==> src/rtl/register_bank.sv <==
// General-purpose register bank with one register doubling as program counter.
// Two combinational read ports with optional write-through forwarding.
module register_bank #(
    parameter int WIDTH    = 16,
    parameter int NREGS    = 8,
    parameter int PC_INDEX = NREGS - 1,
    parameter int BYPASS   = 1,
    parameter int AW       = $clog2(NREGS)
) (
    input  logic             Clock,
    input  logic             Reset,
    input  logic [WIDTH-1:0] BusIn,
    input  logic             WrEn,
    input  logic [AW-1:0]    WrAddr,
    input  logic             PcIncr,
    input  logic [AW-1:0]    RdAddrA,
    input  logic [AW-1:0]    RdAddrB,
    output logic [WIDTH-1:0] RdDataA,
    output logic [WIDTH-1:0] RdDataB,
    output logic [WIDTH-1:0] PcOut,
    output logic             PcWrap
);

    localparam logic [AW:0]       NREGS_W = (AW + 1)'(NREGS);
    localparam logic [AW-1:0]     PC_ADDR = AW'(PC_INDEX);
    localparam logic [WIDTH-1:0]  ONE     = WIDTH'(1);

    logic [WIDTH-1:0] regs [NREGS];
    logic             wr_ok;
    logic             wr_pc;
    logic             pc_inc;

    // A write to the PC outranks a same-cycle increment.
    assign wr_ok  = WrEn && ({1'b0, WrAddr} < NREGS_W);
    assign wr_pc  = wr_ok && (WrAddr == PC_ADDR);
    assign pc_inc = PcIncr && !wr_pc;

    always_ff @(posedge Clock or posedge Reset) begin
        if (Reset) begin
            for (int i = 0; i < NREGS; i++) begin
                regs[i] <= '0;
            end
            PcWrap <= 1'b0;
        end else begin
            for (int i = 0; i < NREGS; i++) begin
                if (wr_ok && (WrAddr == AW'(i))) begin
                    regs[i] <= BusIn;
                end else if ((i == PC_INDEX) && pc_inc) begin
                    regs[i] <= regs[i] + ONE;
                end
            end
            PcWrap <= pc_inc && (regs[PC_INDEX] == '1);
        end
    end

    // Forwarding covers bus writes only; a pending PC increment is never forwarded.
    always_comb begin
        RdDataA = '0;
        if ({1'b0, RdAddrA} < NREGS_W) begin
            RdDataA = regs[RdAddrA];
        end
        if ((BYPASS != 0) && wr_ok && (WrAddr == RdAddrA)) begin
            RdDataA = BusIn;
        end
    end

    always_comb begin
        RdDataB = '0;
        if ({1'b0, RdAddrB} < NREGS_W) begin
            RdDataB = regs[RdAddrB];
        end
        if ((BYPASS != 0) && wr_ok && (WrAddr == RdAddrB)) begin
            RdDataB = BusIn;
        end
    end

    assign PcOut = regs[PC_INDEX];

endmodule

==> config.mk <==
export PLATFORM = sky130hd
export DESIGN_NAME = register_bank
export DESIGN_NICKNAME = d
export VERILOG_FILES = /design/src/rtl/register_bank.sv
export SDC_FILE = /design/constraint.sdc
export NUM_CORES = 1
export LEC_CHECK = 0
export CAP_MARGIN = 20
export CORE_MARGIN = 3
export CORE_UTILIZATION = 47
export CTS_CLUSTER_SIZE = 28
export DETAILED_ROUTE_END_ITERATION = 12
export PLACE_DENSITY_LB_ADDON = 0.2
export SLEW_MARGIN = 10
export SYNTH_ARGS = -nofsm -noshare
export SYNTH_HDL_FRONTEND = slang
export SYNTH_SLANG_ARGS = --single-unit
==> constraint.sdc <==
create_clock -name Clock -period 5.25 [get_ports Clock]
set_clock_uncertainty 0.15 [all_clocks]
set_input_delay 0.525 -clock Clock [delete_from_list [all_inputs] [get_ports Clock]]
set_output_delay 0.525 -clock Clock [all_outputs]
set_load 0.02 [all_outputs]
==> metrics.md, run 1 <==
| Metric | Value |
|---|---|
| DR WL/cell | `22.2 microns` |
| Reg2Reg Depth | `5` |
| First-pass GRT wire length | `30100 microns` |
| GR Overflow Total | `0` |
| Non-Filler Instances | `840` |
| Critical path arrival | `2850 ps` |
| Family with the most delay on the worst path | `buffers and inverters` |
| H-tree depth | `4` |
| Cts bufs inserted | `17` |
| DR WL met2 | `9430 microns` |
| Hold WC Path Type | `input port to asynchronous set/reset pin` |
| Overall Power | `3860 uW` |
| Clk pwr share | `31.2%` |
| Sequential power share | `38.2%` |
| Antenna Nets Post-Route | `0` |
| Post-cts sizing count | `0` |
| Post-CTS setup buffers | `0` |
| R2r startpoint | `PcOut[0]$_DFFE_PP0P_` |
| Sequential area share after synthesis | `42.8%` |
| Highest Signal Layer | `met4` |
| Number of global-route vias before repair | `5399` |
| Pin count of the biggest net entering global routing | `61` |
| Net Count, Synth | `603` |
| Root Buffer Master | `clkbuf_16` |
| Synthesis Warnings | `0` |
| Setup_tns | `0 ps` |
| Via count | `4967` |
| Chip width | `133 microns` |
| Worst skew pair latency | `420 ps` |
| Slew Viols, Final | `0` |
| Worst-Margin Slew | `784 ps` |
| Status | `complete, no violations` |
| DP Cell Count | `808` |
| Total wire length | `18600 microns` |
| Post-synth cell types | `31` |
| Antenna Cells | `0` |
| Critical Path Fanout Max | `33` |
| Largest cells by area after synthesis | `dfrtp_1 43%, mux4_2 19%, mux2_2 17%` |
| Port bufs | `77` |
| Worst path required time | `4580 ps` |
| Max_cap viols | `0` |
| Starting Density | `48.8%` |
| Post-synth top area share | `42.8%` |
| Layout cells sized above 1 | `37.8%` |
| Rows | `45` |
| Total track usage | `22.3%` |
| Area delta synth->final | `18.6%` |
| Num Clock Sinks | `129` |
| Die span in y | `133 microns` |
| # DRC | `0` |
| CP Cell Sequence | `clkdlybuf4s50_1 -> buf_4 -> xnor2_1 -> nand4_1 -> buf_4 -> nor2_1 -> a21oi_1 -> clkdlybuf4s50_1` |
| Core box area | `0.0155 sq mm` |
| # hold bufs at CTS | `0` |
| CP Buf/Inv Count | `4` |
| CP max stage delay | `630 ps` |
| Antenna violations before repair | `0` |
| Met3 routed wirelength | `757 microns` |
| Post-synthesis instance area | `0.00755 sq mm` |
| RSZ-0062 raised after global routing | `no` |
| Fillers | `1237` |
| Fin crit period | `3530 ps` |
| CTS Buffer Depth | `2` |
| Final Wtd Congestion | `0.761` |
| Die area | `0.0176 sq mm` |
| FMAX | `284 MHz` |
| Post-DR vias/cell | `5.91` |
| First-pass DRT Iterations | `4` |
| Initial DRC Count | `308` |
| Gate Count Post-Synth | `573` |
| Layout Utilization | `57.8%` |
| P_sw | `1160 uW` |
| Yosys reg bits | `129` |
| TritonCTS clock tree | `built` |
| Total Nets Final | `646` |
| Max VDD drop | `0.305 mV` |
| Comb power frac | `30.5%` |
| Sw frac | `30.2%` |
| R2r endpoint | `PcOut[14]$_DFFE_PP0P_` |
| Syn_area_per_cell | `13.2 sq um` |
| Worst R2R Setup Slack | `3070 ps` |
| Max-slew headroom | `47.5%` |
| Hpwl dp | `12000 microns` |
| LEAKAGE | `0.00360 uW` |
| CP Capture Type | `primary output` |
| Pint | `2690 uW` |
| Post-synth top area cell | `dfrtp_1` |
| Clk pin slew, worst setup/hold paths | `60 ps` |
| Final setup violation count | `0` |
| Critical Path Source Type | `input port` |
| Final Cycle Share | `67.2%` |
| Final Hold Viols | `0` |
| Path type of the worst setup path | `input port to primary output` |
| Worst path slowest cell | `clkdlybuf4s50_1` |
| # IOs | `78` |
| Met1 wire length | `8030 microns` |
| P per Cell Area | `431 mW/mm^2` |
## final cells by class
type,instances,area [sq um],share of cell area (%)
Multi-Input combinational cell,367,3920,43.8
Sequential cell,129,3230,36.1
Timing Repair Buffer,96,907,10.1
Clock buffer,22,474,5.30
Tap cell,211,264,2.95
Clock inverter,10,133,1.48
Inverter,5,21.3,0.238
## cells in the final DEF, fill, tap and decap left out, types with 2 or more instances in the layout
cell               n
mux2i_1           33
nand3_1            3
nand4_1            6
mux4_2            64
clkbuf_16         17
nor4_1             5
xor2_1             2
bufinv_16          3
mux2_2           112
nor2_1            42
nand4b_1           2
clkinvlp_4         3
clkbuf_1           2
buf_2              2
nor3b_2            2
clkinv_2           4
clkdlybuf4s50_1   75
dfrtp_1          129
a21oi_1           39
nor3_2             2
inv_1              4
buf_4             18
xnor2_1           18
o21ai_0            8
nand2_1           17
nor3_1             3
clkbuf_8           3
## layer usage
metal	vias to the layer above	track usage [%]
met5	-	0
met4	0	8.14
met3	39	4.68
met2	124	37.2
met1	2598	29.1
li1	2206	-
## power by group through the flow
stage               Clock, uW  Sequential [uW]  Combinational, uW
floorplan                   0             1390                884
global placement            0             1460               1160
detailed placement          0             1480               1180
CTS                      1230             1470               1190
global route             1280             1500               1270
finish                   1200             1470               1180
## synth_stat cells (all sizes together)
| master | n |
|---|---|
| nor2 | 42 |
| dfrtp | 129 |
| buf | 54 |
| nand2 | 17 |
| or3 | 2 |
| mux2i | 33 |
| o21bai | 1 |
| o21ai | 8 |
| or2 | 1 |
| xor2 | 2 |
| nor3b | 2 |
| mux4 | 64 |
| nand3 | 4 |
| or4 | 1 |
| clkbuf | 18 |
| xnor2 | 18 |
| mux2 | 112 |
| nand4 | 7 |
| nand4b | 2 |
| nand2b | 1 |
| a21oi | 39 |
| inv | 5 |
| nor3 | 5 |
| nor4 | 5 |
| ha | 1 |
## how the worst max path moves through the flow
stage	startpoint	end	slack [ps]	depth (start not counted)
after floorplan	Reset	PcOut[0]$_DFFE_PP0P_	1130	1
after global placement	RdAddrA[0]	RdDataA[1]	1710	6
after detailed placement	RdAddrB[0]	RdDataB[6]	1700	6
after CTS	RdAddrA[0]	RdDataA[2]	1700	6
after global routing	RdAddrA[0]	RdDataA[2]	1550	6
final	RdAddrA[1]	RdDataA[4]	1720	8
## stage by stage
step | hold WS [ps] | cell area [sq um] | setup WS, ps
2_1_floorplan | 341 | 7550 | 1130
4_1_cts | 279 | 8950 | 1700
3_3_place_gp | 349 | 8330 | 1710
6_report | 278 | 8950 | 1720
3_5_place_dp | 361 | 8340 | 1700
5_1_grt | 313 | 8950 | 1550
## logic make-up (layout without fill, tap and decap cells)
logic type / after synthesis / count (layout) / share of synthesized area [%]
muxes: 209 / 209 / 40.2
xor gates and xnor gates: 20 / 20 / 2.32
and+or+nand+nor: 89 / 89 / 6.08
buffers and inverters: 77 / 133 / 5.27
adders and majority gates: 1 / 1 / 0.166
AOI/OAI and AO/OA: 48 / 48 / 3.22
DFF: 129 / 129 / 42.8
## registers in the layout (all words and copies together) (netlist names)
register  cells
PcOut        16
PcWrap        1
regs        112
(Power assumes the default switching activity.)
==> inputs of run 2 (changes only) <==
clock period = 3.6 ns   (was 5.25 ns; I/O delays follow)
==> run 2 against run 1 <==
Compared with the run above: sequential share of layout area is 0.20 points lower; worst setup slack lost 1200 ps; global-route usage is 0.24 points higher; cell area grew 0.56%; core utilization rose by 0.32 points; final cell count increased by 0.71%; count of clock-buffer cells in the layout grew 2; register-to-register slack lost 1600 ps; power up 42%; critical path depth is 1 lower; clock power rose by 32%; critical endpoint is now RdDataA[7]; largest cell class unchanged; largest power group unchanged.
==> metrics.md, run 2 (same netlist as run 1, synthesis figures left out) <==
| Metric | Value |
|---|---|
| DR WL/cell | `22.4 microns (was 22.2 microns)` |
| Core box area | `0.0155 sq mm (unchanged)` |
| Setup_tns | `0 ps (unchanged)` |
| Top reg by flops | `regs (unchanged)` |
| Comb power frac | `31.8% (was 30.5%)` |
| CP most frequent cell | `clkdlybuf4s50_1` |
| Antenna violations before repair | `0 (unchanged)` |
| Most common cell after layout, fill and taps aside | `dfrtp_1 (unchanged)` |
| Worst-Margin Slew | `949 ps (was 784 ps)` |
| TritonCTS clock tree | `built (unchanged)` |
| Overall Power | `5470 uW (was 3860 uW)` |
| Pin count of the biggest net entering global routing | `49 (was 61)` |
| RSZ-0062 raised after global routing | `no (unchanged)` |
| # hold bufs at CTS | `0 (unchanged)` |
| Pint | `3780 uW (was 2690 uW)` |
| Final instance area | `0.00900 sq mm (was 0.00895 sq mm)` |
| Worst path required time | `3090 ps (was 4580 ps)` |
| P per Cell Area | `608 mW/mm^2 (was 431 mW/mm^2)` |
| Max-slew headroom | `36.6% (was 47.5%)` |
| Most frequent cells in the layout | `129 x dfrtp_1, 112 x mux2_2, 75 x clkdlybuf4s50_1 (unchanged)` |
| Status | `complete, no violations (unchanged)` |
| CTS Buffer Depth | `2 (unchanged)` |
| Final hold slack | `337 ps (was 278 ps)` |
| Clk pwr share | `29.0% (was 31.2%)` |
| Path type of the worst setup path | `input port to primary output (unchanged)` |
| Placed inst area | `0.00847 sq mm (was 0.00834 sq mm)` |
| P_sw | `1690 uW (was 1160 uW)` |
| Antenna Nets Post-Route | `0 (unchanged)` |
| Chip width | `133 microns (unchanged)` |
| Post-CTS setup buffers | `0 (unchanged)` |
| First-pass GRT wire length | `30400 microns (was 30100 microns)` |
| Sw frac | `31.0% (was 30.2%)` |
| Antenna Cells | `0 (unchanged)` |
| Total track usage | `22.6% (was 22.3%)` |
| Number of global-route vias before repair | `5274 (was 5399)` |
| Area delta synth->final | `19.2% (was 18.6%)` |
| Worst skew pair latency | `410 ps (was 420 ps)` |
| Critical Path Source Type | `input port (unchanged)` |
| Reg2Reg Depth | `5 (unchanged)` |
| Critical path arrival | `2560 ps (was 2850 ps)` |
| Starting Density | `48.8% (unchanged)` |
| Total wire length | `18900 microns (was 18600 microns)` |
| Max VDD drop | `0.406 mV (was 0.305 mV)` |
| Final Wtd Congestion | `0.765 (was 0.761)` |
| Port bufs | `77 (unchanged)` |
| CP Capture Point | `RdDataA[7] (was RdDataA[4])` |
| CP Buf/Inv Count | `3 (was 4)` |
| Num Clock Sinks | `129 (unchanged)` |
| Slew Viols, Final | `0 (unchanged)` |
| CP Capture Type | `primary output (unchanged)` |
| Layout Utilization | `58.1% (was 57.8%)` |
| Initial DRC Count | `401 (was 308)` |
| H-tree depth | `4 (unchanged)` |
| First-pass DRT Iterations | `4 (unchanged)` |
| Post-DR vias/cell | `5.96 (was 5.91)` |
| GR Overflow Total | `0 (unchanged)` |
| LEAKAGE | `0.00363 uW (was 0.00360 uW)` |
| Sequential power share | `39.2% (was 38.2%)` |
| Hold WC Path Type | `input port to asynchronous set/reset pin (unchanged)` |
| Rows | `45 (unchanged)` |
| Final setup violation count | `0 (unchanged)` |
| CP Cell Sequence | `clkdlybuf4s50_1 -> xnor2_1 -> nand4_1 -> buf_4 -> nor2_1 -> a21oi_1 -> clkdlybuf4s50_1 (was clkdlybuf4s50_1 -> buf_4 -> xnor2_1 -> nand4_1 -> buf_4 -> nor2_1 -> a21oi_1 -> clkdlybuf4s50_1)` |
| Die span in y | `133 microns (unchanged)` |
| Layout cells sized above 1 | `38.0% (was 37.8%)` |
| Critical Path Fanout Max | `16 (was 33)` |
| R2r endpoint | `PcOut[14]$_DFFE_PP0P_ (unchanged)` |
| Die area | `0.0176 sq mm (unchanged)` |
| Via count | `5046 (was 4967)` |
| Root Buffer Master | `clkbuf_16 (unchanged)` |
| CP max stage delay | `770 ps (was 630 ps)` |
| Cell depth of the worst setup path | `7 (was 8)` |
| # DRC | `0 (unchanged)` |
| Timing startpoint of the critical path | `WrAddr[0] (was RdAddrA[1])` |
| Max_cap viols | `0 (unchanged)` |
| R2r startpoint | `PcOut[0]$_DFFE_PP0P_ (unchanged)` |
| Final Hold Viols | `0 (unchanged)` |
| # IOs | `78 (unchanged)` |
| Final Cycle Share | `85.3%` |
| FMAX | `326 MHz` |
| Worst R2R Setup Slack | `1500 ps (was 3070 ps)` |
| Fillers | `1252 (was 1237)` |
| Cts bufs inserted | `17 (unchanged)` |
| Fin crit period | `3070 ps` |
| Total Nets Final | `653 (was 646)` |
| Worst path slowest cell | `clkdlybuf4s50_1 (unchanged)` |
| Clk pin slew, worst setup/hold paths | `50 ps (was 60 ps)` |
| Hpwl dp | `12400 microns (was 12000 microns)` |
| Family with the most delay on the worst path | `buffers and inverters (unchanged)` |
| Max reg flops | `112 (unchanged)` |
| Post-cts sizing count | `0 (unchanged)` |
run 2: changes by cell type in the layout (fill, tap and decap cells not counted), sizes merged:
cell	change
clkbuf	+2
inv	-1
clkinv	+2
clkinvlp	-2
bufinv	-2
buf	+7
run 2: worst min path at each step:
stage / from / to / slack (ps) / depth (start not counted)
global route: regs[94]$_DFFE_PP0P_ / regs[94]$_DFFE_PP0P_ / 380 / 1
CTS: Reset / regs[95]$_DFFE_PP0P_ / 360 / 2
global placement: regs[16]$_DFFE_PP0P_ / regs[16]$_DFFE_PP0P_ / 350 / 1
finish: Reset / regs[95]$_DFFE_PP0P_ / 340 / 2
floorplan: regs[16]$_DFFE_PP0P_ / regs[16]$_DFFE_PP0P_ / 340 / 1
detailed placement: regs[26]$_DFFE_PP0P_ / regs[26]$_DFFE_PP0P_ / 360 / 1
run 2: cell type report:
cell class                 count  area [sq um]  area share [%]
multi-input combinational    367          3920            43.6
inverter                       5          22.5           0.250
timing repair buffer         103          1030            11.5
tap                          211           264            2.93
sequential                   129          3230            35.9
clock buffer                  24           472            5.24
clock inverter                 7          60.1           0.667
run 2: power by group through the flow:
stage / logic (uW) / registers [uW] / clock network (uW)
detailed placement: 1750 / 2160 / 0
CTS: 1760 / 2140 / 1610
global route: 1870 / 2200 / 1690
finish: 1740 / 2140 / 1580
floorplan: 1290 / 2030 / 0
global placement: 1720 / 2120 / 0
run 2: routing by layer:
metal / part of all wire [%] / global-route usage, % / vias to the layer above
met1: 43 / 30.3 / 2635
met5: 0 / 0 / -
met2: 50 / 37.4 / 164
met3: 5.3 / 4.75 / 29
li1: - / - / 2218
met4: 1.9 / 6.47 / 0
run 2: through the flow:
stage / instances / worst slack [ps]
global placement: 815 / 580
finish: 846 / 529
floorplan: 573 / 1430
detailed placement: 815 / 511
global route: 846 / 313
CTS: 846 / 497
run 2: worst register-to-register path: cells and delay by family (launching register included):
kind / cells / cell delay, ps
flip-flops: 1 / 470
XOR/XNOR: 1 / 170
AND/OR/NAND/NOR: 2 / 900
AO/OA/AOI/OAI: 1 / 80
adder cells (fa/ha/maj): 1 / 220
==> inputs of run 3 (changes only) <==
ABC_AREA = 1   (was default)
==> run 3 against run 2 <==
Compared with the run above: register-to-register slack better by 320 ps; count of clock-buffer cells in the layout rose by 1; via count up 72%; clock power barely moved; power is 7.4% lower; flip-flop and latch count stayed put; global-route usage grew 7.0 points; largest cell class unchanged; synthesized area increased by 9.7%; core utilization is 1.4 points lower; wire length is 50% higher; non-clock buffer count up 1.
==> metrics.md, run 3 <==
| Metric | Value |
|---|---|
| Final worst setup slack | `404 ps (was 529 ps)` |
| CP Cell Sequence | `clkdlybuf4s50_1 -> xor2_1 -> nor2_1 -> nand2_2 -> inv_2 -> nand2_1 -> nand2_1 -> clkdlybuf4s50_1 (was clkdlybuf4s50_1 -> xnor2_1 -> nand4_1 -> buf_4 -> nor2_1 -> a21oi_1 -> clkdlybuf4s50_1)` |
| First-pass GRT wire length | `45100 microns (was 30400 microns)` |
| Main combinational cell family by area after synthesis | `simple AND/OR/NAND/NOR gates (was multiplexers)` |
| Overall Power | `5070 uW (was 5470 uW)` |
| Worst path required time | `3090 ps (about the same)` |
| DR WL/cell | `18.7 microns (was 22.4 microns)` |
| Most common cell in the netlist | `nand2_1 (was dfrtp_1)` |
| Most used DFF post-synth | `dfrtp_1 (unchanged)` |
| Synth Area in Compound Gates | `11.5% (was 3.22%)` |
| Antenna Nets Post-Route | `0 (unchanged)` |
| Final instance area | `0.00961 sq mm (was 0.00900 sq mm)` |
| Layout cells sized above 1 | `5.39% (was 38.0%)` |
| Dpl ws | `452 ps (was 511 ps)` |
| CTS Buffer Depth | `2 (unchanged)` |
| Status | `complete, no violations (unchanged)` |
| Post-CTS setup buffers | `0 (unchanged)` |
| Sw frac | `35.5% (was 31.0%)` |
| DP Cell Count | `1488 (was 815)` |
| Total Nets Final | `1317 (was 653)` |
| Worst R2R Setup Slack | `1820 ps (was 1500 ps)` |
| GR Overflow Total | `0 (unchanged)` |
| Starting Density | `48.9% (was 48.8%)` |
| Grt met3 use | `6.59% (was 4.75%)` |
| Number of global-route vias before repair | `8109 (was 5274)` |
| Net Count, Synth | `1288 (was 603)` |
| Total wire length | `28500 microns (was 18900 microns)` |
| Reg2Reg Depth | `8 (was 5)` |
| Port bufs | `77 (unchanged)` |
| Placed inst area | `0.00908 sq mm (was 0.00847 sq mm)` |
| Area delta synth->final | `16.1% (was 19.2%)` |
| R2r endpoint | `PcOut[10]$_DFFE_PP0P_ (was PcOut[14]$_DFFE_PP0P_)` |
| Slew Viols, Final | `0 (unchanged)` |
| Setup_tns | `0 ps (unchanged)` |
| Critical Path Source Type | `input port (unchanged)` |
| Yosys reg bits | `129 (unchanged)` |
| Synth Area in Adders | `0.151% (was 0.166%)` |
| Path type of the worst setup path | `input port to primary output (unchanged)` |
| Post-synth cell types | `30 (was 31)` |
| Num Clock Sinks | `129 (unchanged)` |
| Total track usage | `29.5% (was 22.6%)` |
| Chip width | `139 microns (was 133 microns)` |
| Root Buffer Master | `clkbuf_16 (unchanged)` |
| Most frequent cells in the layout | `453 x nand2_1, 223 x nand3_1, 141 x inv_1 (was 129 x dfrtp_1, 112 x mux2_2, 75 x clkdlybuf4s50_1)` |
| # hold bufs at CTS | `0 (unchanged)` |
| Critical path arrival | `2690 ps (was 2560 ps)` |
| Final Hold Viols | `0 (unchanged)` |
| CP Capture Type | `primary output (unchanged)` |
| Largest cells by area after synthesis | `dfrtp_1 39%, nand2_1 21%, nand3_1 13% (was dfrtp_1 43%, mux4_2 19%, mux2_2 17%)` |
| Antenna Cells | `0 (unchanged)` |
| CP max stage delay | `610 ps (was 770 ps)` |
| Post-Synth Simple-Gate Area | `36.1% (was 6.08%)` |
| Pin count of the biggest net entering global routing | `130 (was 49)` |
| Comb power frac | `29.9% (was 31.8%)` |
| Die area | `0.0192 sq mm (was 0.0176 sq mm)` |
| Post-cts sizing count | `0 (unchanged)` |
| RSZ-0062 raised after global routing | `no (unchanged)` |
| Rows | `47 (was 45)` |
| Routing usage on met1 | `41.6% (was 30.3%)` |
| Critical Path Fanout Max | `16 (unchanged)` |
| Antenna violations before repair | `0 (unchanged)` |
| Final setup violation count | `0 (unchanged)` |
| Post-synthesis instance area | `0.00828 sq mm (was 0.00755 sq mm)` |
| CP Capture Point | `RdDataB[14] (was RdDataA[7])` |
| Pint | `3270 uW (was 3780 uW)` |
| Synthesis Warnings | `0 (unchanged)` |
| Final Cycle Share | `88.8% (was 85.3%)` |
| Worst skew pair latency | `420 ps (was 410 ps)` |
| Syn_area_per_cell | `6.58 sq um (was 13.2 sq um)` |
| Worst-Margin Slew | `902 ps (was 949 ps)` |
| Initial DRC Count | `1280 (was 401)` |
| Post-synth top area share | `39.0% (was 42.8%)` |
| P per Cell Area | `527 mW/mm^2 (was 608 mW/mm^2)` |
| Cts bufs inserted | `17 (unchanged)` |
| First-pass DRT Iterations | `6 (was 4)` |
| FMAX | `313 MHz (was 326 MHz)` |
| TritonCTS clock tree | `built (unchanged)` |
| Fin crit period | `3200 ps (was 3070 ps)` |
| Proportion of synthesized area in mux cells | `0% (was 40.2%)` |
| List of most frequent post-synthesis cells | `453 x nand2_1, 223 x nand3_1, 142 x inv_1 (was 129 x dfrtp_1, 112 x mux2_2, 64 x mux4_2)` |
| Non-Filler Instances | `1518 (was 846)` |
| Timing startpoint of the critical path | `WrAddr[0] (unchanged)` |
| Worst path slowest cell | `clkdlybuf4s50_1 (unchanged)` |
| Gate Count Post-Synth | `1258 (was 573)` |
| Post-DR vias/cell | `5.70 (was 5.96)` |
| Async S/R FF share, synth | `100% (unchanged)` |
| LEAKAGE | `0.00484 uW (was 0.00363 uW)` |
| Max VDD drop | `0.311 mV (was 0.406 mV)` |
| Max_cap viols | `0 (unchanged)` |
| # IOs | `78 (unchanged)` |
| Most common cell after layout, fill and taps aside | `nand2_1 (was dfrtp_1)` |
| H-tree depth | `4 (unchanged)` |
| Clk pin slew, worst setup/hold paths | `60 ps (was 50 ps)` |
| Max reg flops | `112 (unchanged)` |
| Hpwl dp | `17900 microns (was 12400 microns)` |
| R2r startpoint | `PcOut[0]$_DFFE_PP0P_ (unchanged)` |
| Max-slew headroom | `39.7% (was 36.6%)` |
| Most used routing layer | `met2 (unchanged)` |
| Via count | `8656 (was 5046)` |
| Post-synth EDFFs | `0 (unchanged)` |
| GRT met2 Usage | `44.4% (was 37.4%)` |
| Hold WC Path Type | `input port to asynchronous set/reset pin (unchanged)` |
| Die span in y | `139 microns (was 133 microns)` |
| # DRC | `0 (unchanged)` |
| Final Wtd Congestion | `0.976 (was 0.765)` |
| Sequential area share after synthesis | `39.0% (was 42.8%)` |
| Top reg by flops | `regs (unchanged)` |
| XOR/XNOR Fraction of Synth Area | `0.635% (was 2.32%)` |
| P_sw | `1800 uW (was 1690 uW)` |
| Clk pwr share | `31.4% (was 29.0%)` |
| Post-synth top area cell | `dfrtp_1 (unchanged)` |
| Core box area | `0.0169 sq mm (was 0.0155 sq mm)` |
| Sequential power share | `38.6% (was 39.2%)` |
run 3: cell types whose count changed after synthesis, moves of 64 or more:
cell	delta
nand3_1	+220
mux4_2	-64
inv_1	+137
mux2_2	-112
nand2_1	+436
o21ai_0	+109
run 3: area by class of cell:
type | count | area (sq um)
Tap cell | 220 | 275
Timing Repair Buffer | 104 | 1000
Multi-Input combinational cell | 887 | 4010
Clock buffer | 25 | 505
Clock inverter | 5 | 28.8
Inverter | 148 | 566
Fill cell | 1639 | 7320
Sequential cell | 129 | 3230
run 3: cell families after synthesis:
family / after synthesis
compound gates: 167
xor+xnor: 6
fa+ha+maj: 1
buf+inv: 242
flops: 129
simple gates: 713
run 3: stage by stage:
step	util [%]	hold slack [ps]
floorplan	-	303
global placement	53.6	317
detailed placement	53.6	323
CTS	56.8	336
global route	56.8	354
finish	56.8	307
run 3: worst max-delay path: cells and delay by family:
kind	cells	cell delay [ps]
AND/OR/NAND/NOR	4	510
buffers and inverters	3	1580
XOR/XNOR	1	230
run 3: layer usage:
| metal | share of wire [%] | wire length, microns | up-vias |
|---|---|---|---|
| li1 | - | - | 4083 |
| met1 | 43 | 12100 | 4028 |
| met2 | 44 | 12600 | 477 |
| met3 | 10 | 2930 | 68 |
| met4 | 2.9 | 834 | 0 |
| met5 | 0 | 0 | - |
run 3: worst min path at each step:
stage	startpoint	end	slack, ps	cells past startpoint
2_1_floorplan	regs[100]$_DFFE_PP0P_	regs[100]$_DFFE_PP0P_	300	2
3_3_place_gp	regs[19]$_DFFE_PP0P_	regs[19]$_DFFE_PP0P_	320	2
3_5_place_dp	regs[47]$_DFFE_PP0P_	regs[47]$_DFFE_PP0P_	320	2
4_1_cts	regs[51]$_DFFE_PP0P_	regs[51]$_DFFE_PP0P_	340	2
5_1_grt	regs[79]$_DFFE_PP0P_	regs[79]$_DFFE_PP0P_	350	2
6_report	Reset	regs[105]$_DFFE_PP0P_	310	3
run 3: power by group through the flow:
stage	clock network, uW	registers (uW)	logic (uW)
6_report	1590	1960	1520
5_1_grt	1670	2000	1690
4_1_cts	1600	1950	1510
3_5_place_dp	0	1970	1500
3_3_place_gp	0	1970	1470
2_1_floorplan	0	1910	1060
